===== src/rtl/mem_arbiter.sv =====
// Shares one line memory between I-cache (read-only) and D-cache; grant 1 cycle after request, then one RELEASE cycle.
// Losers stall via combinational BUSY_WAIT; define MEM_ARB_RR_EN for round-robin ties instead of DATA_PRIORITY.
module mem_arbiter #(
    parameter int DATA_PRIORITY = 1,
    parameter int ADDR_W        = 28,
    parameter int LINE_W        = 128
) (
    input  logic              CLK,
    input  logic              RESET,
    input  logic              INS_MEM_READ,
    input  logic [ADDR_W-1:0] INS_MEM_ADDRESS,
    output logic [LINE_W-1:0] INS_MEM_READ_DATA,
    output logic              INS_MEM_BUSY_WAIT,
    input  logic              DATA_MEM_READ,
    input  logic              DATA_MEM_WRITE,
    input  logic [ADDR_W-1:0] DATA_MEM_ADDRESS,
    input  logic [LINE_W-1:0] DATA_MEM_WRITE_DATA,
    output logic [LINE_W-1:0] DATA_MEM_READ_DATA,
    output logic              DATA_MEM_BUSY_WAIT,
    output logic              MAIN_MEM_READ,
    output logic              MAIN_MEM_WRITE,
    output logic [ADDR_W-1:0] MAIN_MEM_ADDRESS,
    output logic [LINE_W-1:0] MAIN_MEM_WRITE_DATA,
    input  logic [LINE_W-1:0] MAIN_MEM_READ_DATA,
    input  logic              MAIN_MEM_BUSY_WAIT
);

    typedef enum logic [1:0] {IDLE, GNT_INS, GNT_DATA, RELEASE} state_t;

    state_t            state_q, state_d;
    logic [LINE_W-1:0] hold_ins_q, hold_ins_d;
    logic [LINE_W-1:0] hold_data_q, hold_data_d;
    logic              ins_req, data_req, gnt_ins, gnt_data, tie_data;

    assign ins_req  = INS_MEM_READ;
    assign data_req = DATA_MEM_READ | DATA_MEM_WRITE;
    assign gnt_ins  = (state_q == GNT_INS);
    assign gnt_data = (state_q == GNT_DATA);

`ifdef MEM_ARB_RR_EN
    // last_grant: 0 = instruction cache served last, 1 = data cache
    logic last_grant_q, last_grant_d;

    always_ff @(posedge CLK or negedge RESET) begin
        if (!RESET) last_grant_q <= 1'b0;
        else        last_grant_q <= last_grant_d;
    end

    assign tie_data = ~last_grant_q;
`else
    assign tie_data = (DATA_PRIORITY != 0);
`endif

    always_ff @(posedge CLK or negedge RESET) begin
        if (!RESET) begin
            state_q     <= IDLE;
            hold_ins_q  <= '0;
            hold_data_q <= '0;
        end else begin
            state_q     <= state_d;
            hold_ins_q  <= hold_ins_d;
            hold_data_q <= hold_data_d;
        end
    end

    always_comb begin
        state_d     = state_q;
        hold_ins_d  = hold_ins_q;
        hold_data_d = hold_data_q;
`ifdef MEM_ARB_RR_EN
        last_grant_d = last_grant_q;
`endif
        case (state_q)
            IDLE, RELEASE: begin
                if (ins_req && data_req) state_d = tie_data ? GNT_DATA : GNT_INS;
                else if (data_req)       state_d = GNT_DATA;
                else if (ins_req)        state_d = GNT_INS;
                else                     state_d = IDLE;
            end
            GNT_INS: begin
                // A dropped request abandons the transfer without latching
                if (!ins_req || !MAIN_MEM_BUSY_WAIT) begin
                    state_d = RELEASE;
                    if (ins_req) hold_ins_d = MAIN_MEM_READ_DATA;
`ifdef MEM_ARB_RR_EN
                    last_grant_d = 1'b0;
`endif
                end
            end
            GNT_DATA: begin
                if (!data_req || !MAIN_MEM_BUSY_WAIT) begin
                    state_d = RELEASE;
                    if (DATA_MEM_READ) hold_data_d = MAIN_MEM_READ_DATA;
`ifdef MEM_ARB_RR_EN
                    last_grant_d = 1'b1;
`endif
                end
            end
            default: state_d = IDLE;
        endcase
    end

    always_comb begin
        MAIN_MEM_READ       = 1'b0;
        MAIN_MEM_WRITE      = 1'b0;
        MAIN_MEM_ADDRESS    = '0;
        MAIN_MEM_WRITE_DATA = '0;
        if (gnt_ins) begin
            MAIN_MEM_READ    = INS_MEM_READ;
            MAIN_MEM_ADDRESS = INS_MEM_ADDRESS;
        end else if (gnt_data) begin
            MAIN_MEM_READ       = DATA_MEM_READ;
            MAIN_MEM_WRITE      = DATA_MEM_WRITE;
            MAIN_MEM_ADDRESS    = DATA_MEM_ADDRESS;
            MAIN_MEM_WRITE_DATA = DATA_MEM_WRITE_DATA;
        end
    end

    assign INS_MEM_READ_DATA  = gnt_ins  ? MAIN_MEM_READ_DATA : hold_ins_q;
    assign DATA_MEM_READ_DATA = gnt_data ? MAIN_MEM_READ_DATA : hold_data_q;
    assign INS_MEM_BUSY_WAIT  = ins_req  & ~(gnt_ins  & ~MAIN_MEM_BUSY_WAIT);
    assign DATA_MEM_BUSY_WAIT = data_req & ~(gnt_data & ~MAIN_MEM_BUSY_WAIT);

endmodule


===== config.mk =====
export PLATFORM = sky130hd
export DESIGN_NAME = mem_arbiter
export DESIGN_NICKNAME = d
export VERILOG_FILES = /design/src/rtl/mem_arbiter.sv
export SDC_FILE = /design/constraint.sdc
export NUM_CORES = 1
export LEC_CHECK = 0
export CAP_MARGIN = 20
export CORE_AREA = 2 2 286 288
export CTS_CLUSTER_SIZE = 10
export DETAILED_ROUTE_END_ITERATION = 8
export DIE_AREA = 0 0 288 290
export GPL_ROUTABILITY_DRIVEN = 0
export PLACE_DENSITY = 0.43
export SLEW_MARGIN = 15
export SYNTH_ARGS = -nofsm -noshare
export SYNTH_HDL_FRONTEND = slang
export SYNTH_SLANG_ARGS = --single-unit

===== constraint.sdc =====
create_clock -name CLK -period 2.16 [get_ports CLK]
set_clock_uncertainty 0.15 [all_clocks]
set_input_delay 0.324 -clock CLK [delete_from_list [all_inputs] [get_ports CLK]]
set_output_delay 0.324 -clock CLK [all_outputs]
set_load 0.03 [all_outputs]

# [Word level (Yosys, flattened, before mapping)]
# Index checks and enable logic that the tools add are counted.
[totals] regBits=258 inputBits=318 output_inout_bits=416 elab_cells=43
[op_classes] n_eq_ne=5 muxes=16 bitwise_logic=8 n_reduce_logical=11
[op_table] op="$mux 128" count=4
[op_table] op="$mux 28" count=2
[op_table] op="$mux 2" count=4
[op_table] op="$pmux 2 s3" count=1
[op_table] op="$reduce_and 3->1" count=2
[op_table] op="$mux 1" count=5
[op_table] op="$and 1x1->1" count=4
[op_table] op="$eq 2x2->1 const B" count=2
[op_table] op="$ne 2x1->1 const B" count=2
[op_table] op="$logic_not 1->1" count=3
[op_table] op="$not 1->1" count=3
[op_table] op="$eq 2x1->1 const B" count=1
[op_table] op="$logic_not 2->1" count=1
[op_table] op="$logic_or 1x1->1" count=2
[op_table] op="$reduce_and 2->1" count=1
[op_table] op="$reduce_or 2->1" count=1
[op_table] op="$logic_and 1x1->1" count=1
[op_table] op="$or 1x1->1" count=1

# [Longest topological paths before layout]
# Gate-level depths: netlist (run 1).
[logic_depth] ltp_word=5 ltp_mapped=8 depth_no_buf=5

# [Least setup slack after synthesis (run 1)]
# Ideal clock, no wire load.
[synth_path] path_kind="register to output" startpoint="register state_q[1]" endpoint="output MAIN_MEM_ADDRESS[17]" t_arrival_ns=1.805 required_time_ns=1.686 setup_slack_ns=-0.119 stages_incl_launch_ff=7 path_buffers=3 path_cell_list="dfrtp_1 > inv_1 > ha_1 > buf_2 > buf_2 > clkbuf_1 > o21ai_0"
[synth_between] elab_chain_len=3 elab_cells_between_ends=4 classes_between="eq/ne: 2; mux: 2"
[synth_lines] element="from (decl)" line="30" source="state_t state_q, state_d;"
[synth_lines] element="from (signal assigned)" line="60" source="state_q <= state_d;"
[synth_lines] element="$eq 2x2->1" line="38" source="assign gnt_data = (state_q == GNT_DATA);"
[synth_lines] element="$mux 28" line="111" source="end else if (gnt_data) begin"
[synth_lines] element="$mux 28 *" line="108" source="if (gnt_ins) begin"
[synth_lines] element="to (decl)" line="22" source="output logic [ADDR_W-1:0] MAIN_MEM_ADDRESS,"
# Mark *: on every way between the ends. The rest lies on a longest branch, timed or not.

# [Worst setup path in the final report (run 1)]
[layout_path] startpoint="register state_q[0]" endpoint="output INS_MEM_READ_DATA[107]"
[layout_between] elab_chain_len=2
[layout_lines] element="$eq 2x1->1" line="37" source="assign gnt_ins = (state_q == GNT_INS);"
[layout_lines] element="$mux 128" line="119" source="assign INS_MEM_READ_DATA = gnt_ins ? MAIN_MEM_READ_DATA : hold_ins_q;"
[layout_lines] element="to (decl)" line="12" source="output logic [LINE_W-1:0] INS_MEM_READ_DATA,"
# Every way passes these cells.

==> out/results.tsv, run 1 <==
metric	value	unit
avgRoutedWirePerCell	23.88	um
root_buffer	clkbuf_16	
final_cell_area	29030	sq um
worstPathRequired	1.69	ns
dpl.hpwl	55960	um
cts_tree	done	
cp_max_fo	5	
detail-route-antenna-nets	0	
worst-path-buf-inv	6	
dpl_cell_area	25010	sq um
grt_use_met1	16.51	%
fp-row-count	104	
crit_top_cell	buf_6	
finalNonFillerCells	3119	
clk_latency	0.53	ns
max_slew_margin	61.06	%
yosys_register_bits	258	
status	finished, violations left	
placeableCoreArea	80160	sq um
max_cap_violations	0	
p_per_area	1704	nW/um^2
hold_ws	0.1722	ns
route.detailed.drc	0	
arrival	2.22	ns
portBuffers	733	
maxSlewViolCount	0	
fin_ws	-0.5319	ns
crit_family	buffers and inverters	
reg2reg_from	state_q[0]$_DFFE_PN0P_	
hold_viol	0	
clk_pin_slew	0.05	ns
fmax	0.3715	GHz
dr.pass1.iters	4	
violations	negative setup slack	
track_usage	16.98	%
slowest_stage	dfrtp_1	
vias	12460	
hp-class	input pin to asynchronous set/reset pin	
worst_ir_drop_vdd	0.8794	mV
endpoint_kind	primary output	
post-route-util	36.21	%
first_global_vias	14020	
crit_chain	buf_6 -> ha_4 -> buf_12 -> buf_16 -> buf_8 -> buf_6 -> mux2_4 -> buf_6	
area_growth	103.0	%
nets	2351	
grt_first_pass_wirelength	102600	um
final_common_cell	clkdlybuf4s50_1	
drt_iter0_drc	324	
use_met3	5.535	%
via_per_inst	3.993	
htreeDepth	2	
r2r_cells	10	
ys_seq_area_share	45.16	%
layout-drive-gt1-share	67.62	%
grt-ovfl-total	0	
rrSetupSlack	-0.18	ns
yosysWarnings	0	
floorplan.initialDensity	17.84	%
synthCells	1030	
cp-start-kind	flip-flop	
p_leak	13.47	nW
regToRegEndpoint	hold_ins_q[76]$_DFFE_PN0P_	
clock_sinks	258	
cts_made_buffers	35	
critPathMaxStageDelay	0.40	ns
gr-usage-met2	31.51	%
rsz0062_at_grt	true	
dieArea	83520	sq um
cts_buffer_depth	3	
power.total	0.04947	W
top_usage_layer	met2	
synth_cell_types	21	
critPathKind	flip-flop to primary output	
ios	734	
dieWidth	288	um
grt_max_degree	56	
wl	74490	um
syn_nets	1352	
die_y	290	um
min_period	2.692	ns
fin_crit_sh	124.6	%
setup_viol	536	
dp_cells	2968	
avgSynthCellArea	13.88	sq um
worstMarginPinSlew	0.5841	ns
mappedNetlistArea	14300	sq um
final_cell_mix	clkdlybuf4s50_1, buf_6, mux2_2	
antenna_found_initial	12	
-- cells in the mapped netlist --
cell type | n | share of area, %
a21boi_0 | 2 | 0.10
a21o_1 | 1 | 0.053
a22o_1 | 27 | 1.7
and2_1 | 129 | 5.6
and2b_1 | 1 | 0.053
buf_2 | 35 | 1.2
buf_4 | 12 | 0.63
buf_6 | 14 | 1.1
clkbuf_1 | 16 | 0.42
dfrtp_1 | 258 | 45
ha_1 | 4 | 0.35
inv_1 | 3 | 0.079
mux2_1 | 3 | 0.24
mux2_2 | 410 | 32
mux2_4 | 100 | 11
mux2i_1 | 1 | 0.070
nand2_1 | 7 | 0.18
nand3_1 | 1 | 0.035
nor2_1 | 2 | 0.053
nor2b_1 | 2 | 0.087
o21ai_0 | 2 | 0.070
-- worst max-delay path by stage --
stage	start	to	cells after the start
floorplan	state_q[1]$_DFFE_PN0P_	MAIN_MEM_ADDRESS[17]	7
global placement	state_q[1]$_DFFE_PN0P_	INS_MEM_READ_DATA[98]	5
detailed placement	state_q[1]$_DFFE_PN0P_	INS_MEM_READ_DATA[74]	5
CTS	state_q[0]$_DFFE_PN0P_	INS_MEM_READ_DATA[98]	8
global route	state_q[0]$_DFFE_PN0P_	MAIN_MEM_WRITE_DATA[102]	8
finish	state_q[0]$_DFFE_PN0P_	INS_MEM_READ_DATA[107]	8
-- state kept, by name, indices dropped and copies added, names as in the netlist --
| signal | flops |
|---|---|
| hold_data_q | 128 |
| hold_ins_q | 128 |
| state_q | 2 |
-- logic make-up (layout without fill, tap and decap cells) --
family                   Yosys count  after routing  share of synthesized area, %
multiplexers                     514            514                         43.10
flip-flops                       258            258                         45.16
AND/OR/NAND/NOR                  142            142                         6.056
buffers and inverters             80           1104                         3.457
AO/OA/AOI/OAI                     32             32                         1.882
adder cells (fa/ha/maj)            4              4                        0.3501
other                              0              5                             0
-- worst reg2reg max path: stages, from the launching register on --
cell     delay, ns
dfrtp_1       0.40
buf_6         0.14
ha_4          0.17
buf_12        0.15
buf_16        0.14
buf_8         0.12
buf_4         0.13
nand3_4       0.08
buf_12        0.17
buf_4         0.22
mux2_2        0.35
-- per-stage QoR --
| stage | setup TNS [ns] | setup WS, ns |
|---|---|---|
| floorplan | 0 | 0.1048 |
| global placement | -61.35 | -0.3489 |
| detailed placement | -59.09 | -0.3283 |
| CTS | -223.86 | -0.5890 |
| global route | -250.06 | -0.6222 |
| finish | -194.94 | -0.5319 |
-- report_power, final --
| part | leakage [nW] | internal (W) | switching, W |
|---|---|---|---|
| clock network | 0.541 | 0.00337 | 0.00226 |
| registers | 3.17 | 0.00719 | 0.00135 |
| logic | 9.76 | 0.0184 | 0.0169 |
| total | 13.5 | 0.0289 | 0.0205 |
-- cell type report --
type                       instances  area [sq um]
antenna                            5         12.51
timing repair buffer            1039         11920
tap                             1060          1326
multi-input combinational        692          8203
sequential                       258          6456
inverter                           3         11.26
clock inverter                     5         25.02
clock buffer                      57          1071
fill                            7934         51130
-- repair_timing --
| action | 4_1_cts | 5_1_grt |
|---|---|---|
| hold endpoints to repair | 44 | 0 |
| pin swaps | 42 | 23 |
| setup buffers | 54 | 10 |
| setup endpoints to repair | 555 | 635 |
| cloned | 18 | 9 |
| hold buffers | 1 | 0 |
| resized for setup | 1252 | 335 |
-- per-layer routing --
metal	vias up	wire length, um	share of wire (%)
li1	5675	-	-
met3	117	5905	7.9
met2	510	39090	52
met1	6139	25170	34
met4	14	4232	5.7
met5	-	91	0.12
No activity file was read; power rests on OpenSTA's default activity.
==> inputs of run 2 (changes only) <==
--- a/config.mk
+++ b/config.mk
@@ -5,6 +5,7 @@
 export SDC_FILE = /design/constraint.sdc
 export NUM_CORES = 1
 export LEC_CHECK = 0
+export ABC_AREA = 0
 export CAP_MARGIN = 20
 export CORE_AREA = 2 2 286 288
 export CTS_CLUSTER_SIZE = 10
==> results of run 2 <==
Final layout, timing and power as in run 1 (identical DEF).
==> inputs of run 3 (changes only) <==
==> constraint.sdc (replaced) <==
create_clock -name CLK -period 2.16 [get_ports CLK]
set_clock_uncertainty 0.15 [all_clocks]
set_input_delay 0.324 -clock CLK [delete_from_list [all_inputs] [get_ports CLK]]
set_output_delay 0.324 -clock CLK [all_outputs]
set_load 0.02 [all_outputs]
==> run 3 against run 2 <==
  * The run still ends with negative setup slack left
  * Setup slack got worse by 0.072 ns
  * Power decreased by 22%
  * Non-clock buffer count decreased by 128
  * Flip-flop and latch count unchanged
==> out/results.tsv, run 3 (same netlist as run 1, synthesis figures left out) <==
metric	value	unit
status	finished, violations left	
violations	negative setup slack	
root_buffer	clkbuf_16	
track_usage	15.77	%
wl	69590	um
crit_chain	inv_4 -> ha_4 -> buf_12 -> buf_12 -> buf_12 -> mux2_2 -> clkdlybuf4s15_2	
dieWidth	288	um
reg_top3	hold_data_q x128, hold_ins_q x128, state_q x2	
fin_ws	-0.6038	ns
htreeDepth	2	
ios	734	
fp-row-count	104	
cts_made_buffers	36	
critPathMaxStageDelay	0.44	ns
die_y	290	um
avgRoutedWirePerCell	23.31	um
p_leak	11.66	nW
hold_viol	0	
hp-class	input pin to asynchronous set/reset pin	
power.total	0.03858	W
layout-drive-gt1-share	53.69	%
dpl.hpwl	54440	um
grt_first_pass_wirelength	95880	um
worst_ir_drop_vdd	0.7939	mV
clk_latency	0.52	ns
max_slew_margin	56.55	%
portBuffers	733	
cts_buffer_depth	3	
detail-route-antenna-nets	0	
vias	11870	
first_global_vias	13060	
clk_pin_slew	0.05	ns
p_per_area	1542	nW/um^2
rsz0062_at_grt	true	
antenna_found_initial	12	
route.detailed.drc	0	
min_period	2.764	ns
max_cap_violations	0	
grt-ovfl-total	0	
finalSetupTns	-207.42	ns
crit_top_cell	buf_12	
arrival	2.29	ns
floorplan.initialDensity	17.84	%
setup_viol	558	
worstMarginPinSlew	0.6518	ns
endpoint_kind	primary output	
final_cell_mix	mux2_2, clkdlybuf4s50_1, dfrtp_1	
dp_slack	-0.4935	ns
grt_max_degree	67	
cp-start-kind	flip-flop	
cp_max_fo	14	
final_common_cell	mux2_2	
critPathKind	flip-flop to primary output	
worstPathRequired	1.69	ns
maxSlewViolCount	0	
fin_crit_sh	128.0	%
drt_iter0_drc	293	
slowest_stage	dfrtp_2	
fmax	0.3618	GHz
area_growth	75.01	%
dr.pass1.iters	4	
hold_ws	0.1731	ns
dieArea	83520	sq um
clock_sinks	258	
placeableCoreArea	80160	sq um
fillers	8256	
nets	2224	
via_per_inst	3.974	
cts_tree	done	
-- run 3: changes by cell type in the layout (fill, tap and decap cells not counted), sizes merged --
cell and change:
clkdlybuf4s15 +69, clkbuf +50, diode -3, bufinv +1
dlymetal6s2s +6, dlygate4sd2 +132, clkinv -4, buf -395
clkdlybuf4s50 +9, clkinvlp +2
-- run 3: final cells by class --
class,instances,area [sq um],area share (%)
flip-flops and latches,258,6457,25.81
clock buffers,56,1077,4.305
clock inverters,4,50.05,0.2000
repair buffers,911,8611,34.41
multi-input cells,692,7481,29.90
well taps,1060,1326,5.301
diodes,2,5.005,0.02000
inverters,3,13.76,0.05501
-- run 3: power by group --
| group | leakage (nW) | switching [W] | total [W] | internal, W |
|---|---|---|---|---|
| Combinational | 7.95 | 0.0122 | 0.0244 | 0.0123 |
| Sequential | 3.17 | 0.00119 | 0.00838 | 0.00719 |
| Clock | 0.545 | 0.00226 | 0.00578 | 0.00352 |
| Total | 11.7 | 0.0156 | 0.0386 | 0.0230 |
-- run 3: timing repair --
| action | CTS | global route |
|---|---|---|
| buffers inserted | 6 | 19 |
| hold buffers | 1 | 0 |
| pin swaps | 2 | 11 |
| gates cloned | 0 | 6 |
| setup endpoints to repair | 541 | 589 |
| endpoints found under the hold margin | 113 | 0 |
| gates resized for setup | 603 | 407 |
-- run 3: worst paths after layout --
kind	endpoint	start	cells after the start	slack (ns)
setup / recovery	DATA_MEM_READ_DATA[66]	state_q[0]$_DFFE_PN0P_	7	-0.60
hold / removal	hold_ins_q[7]$_DFFE_PN0P_	RESET	2	0.17
hold reg to reg	hold_data_q[125]$_DFFE_PN0P_	hold_data_q[125]$_DFFE_PN0P_	1	0.34
min in group CLK	hold_data_q[87]$_DFFE_PN0P_	MAIN_MEM_READ_DATA[87]	2	0.33
max in group asynchronous	hold_ins_q[106]$_DFFE_PN0P_	RESET	3	0.98
setup reg to reg	hold_data_q[110]$_DFFE_PN0P_	state_q[0]$_DFFE_PN0P_	10	-0.15
-- run 3: worst max-delay path, delay by kind of cell (launching register included) --
family	cells	cell delay, ns
buffers and inverters	5	0.78
DFF	1	0.44
muxes	1	0.35
adders and majority gates	1	0.16
-- run 3: routing by layer --
layer | vias up | wire [um] | global-route usage [%]
met5 | - | 116 | 0
met4 | 18 | 2681 | 6.496
met3 | 103 | 5581 | 5.385
met2 | 480 | 36740 | 29.43
met1 | 5862 | 24470 | 15.75
li1 | 5404 | - | -
-- run 3: metrics by stage --
stage / util (%) / std cells / area, sq um
floorplan: - / 1030 / 14300
global placement: 29.92 / 2892 / 23980
detailed placement: 29.92 / 2892 / 23980
CTS: 31.08 / 2959 / 24920
global route: 31.21 / 2984 / 25020
finish: 31.22 / 2986 / 25020
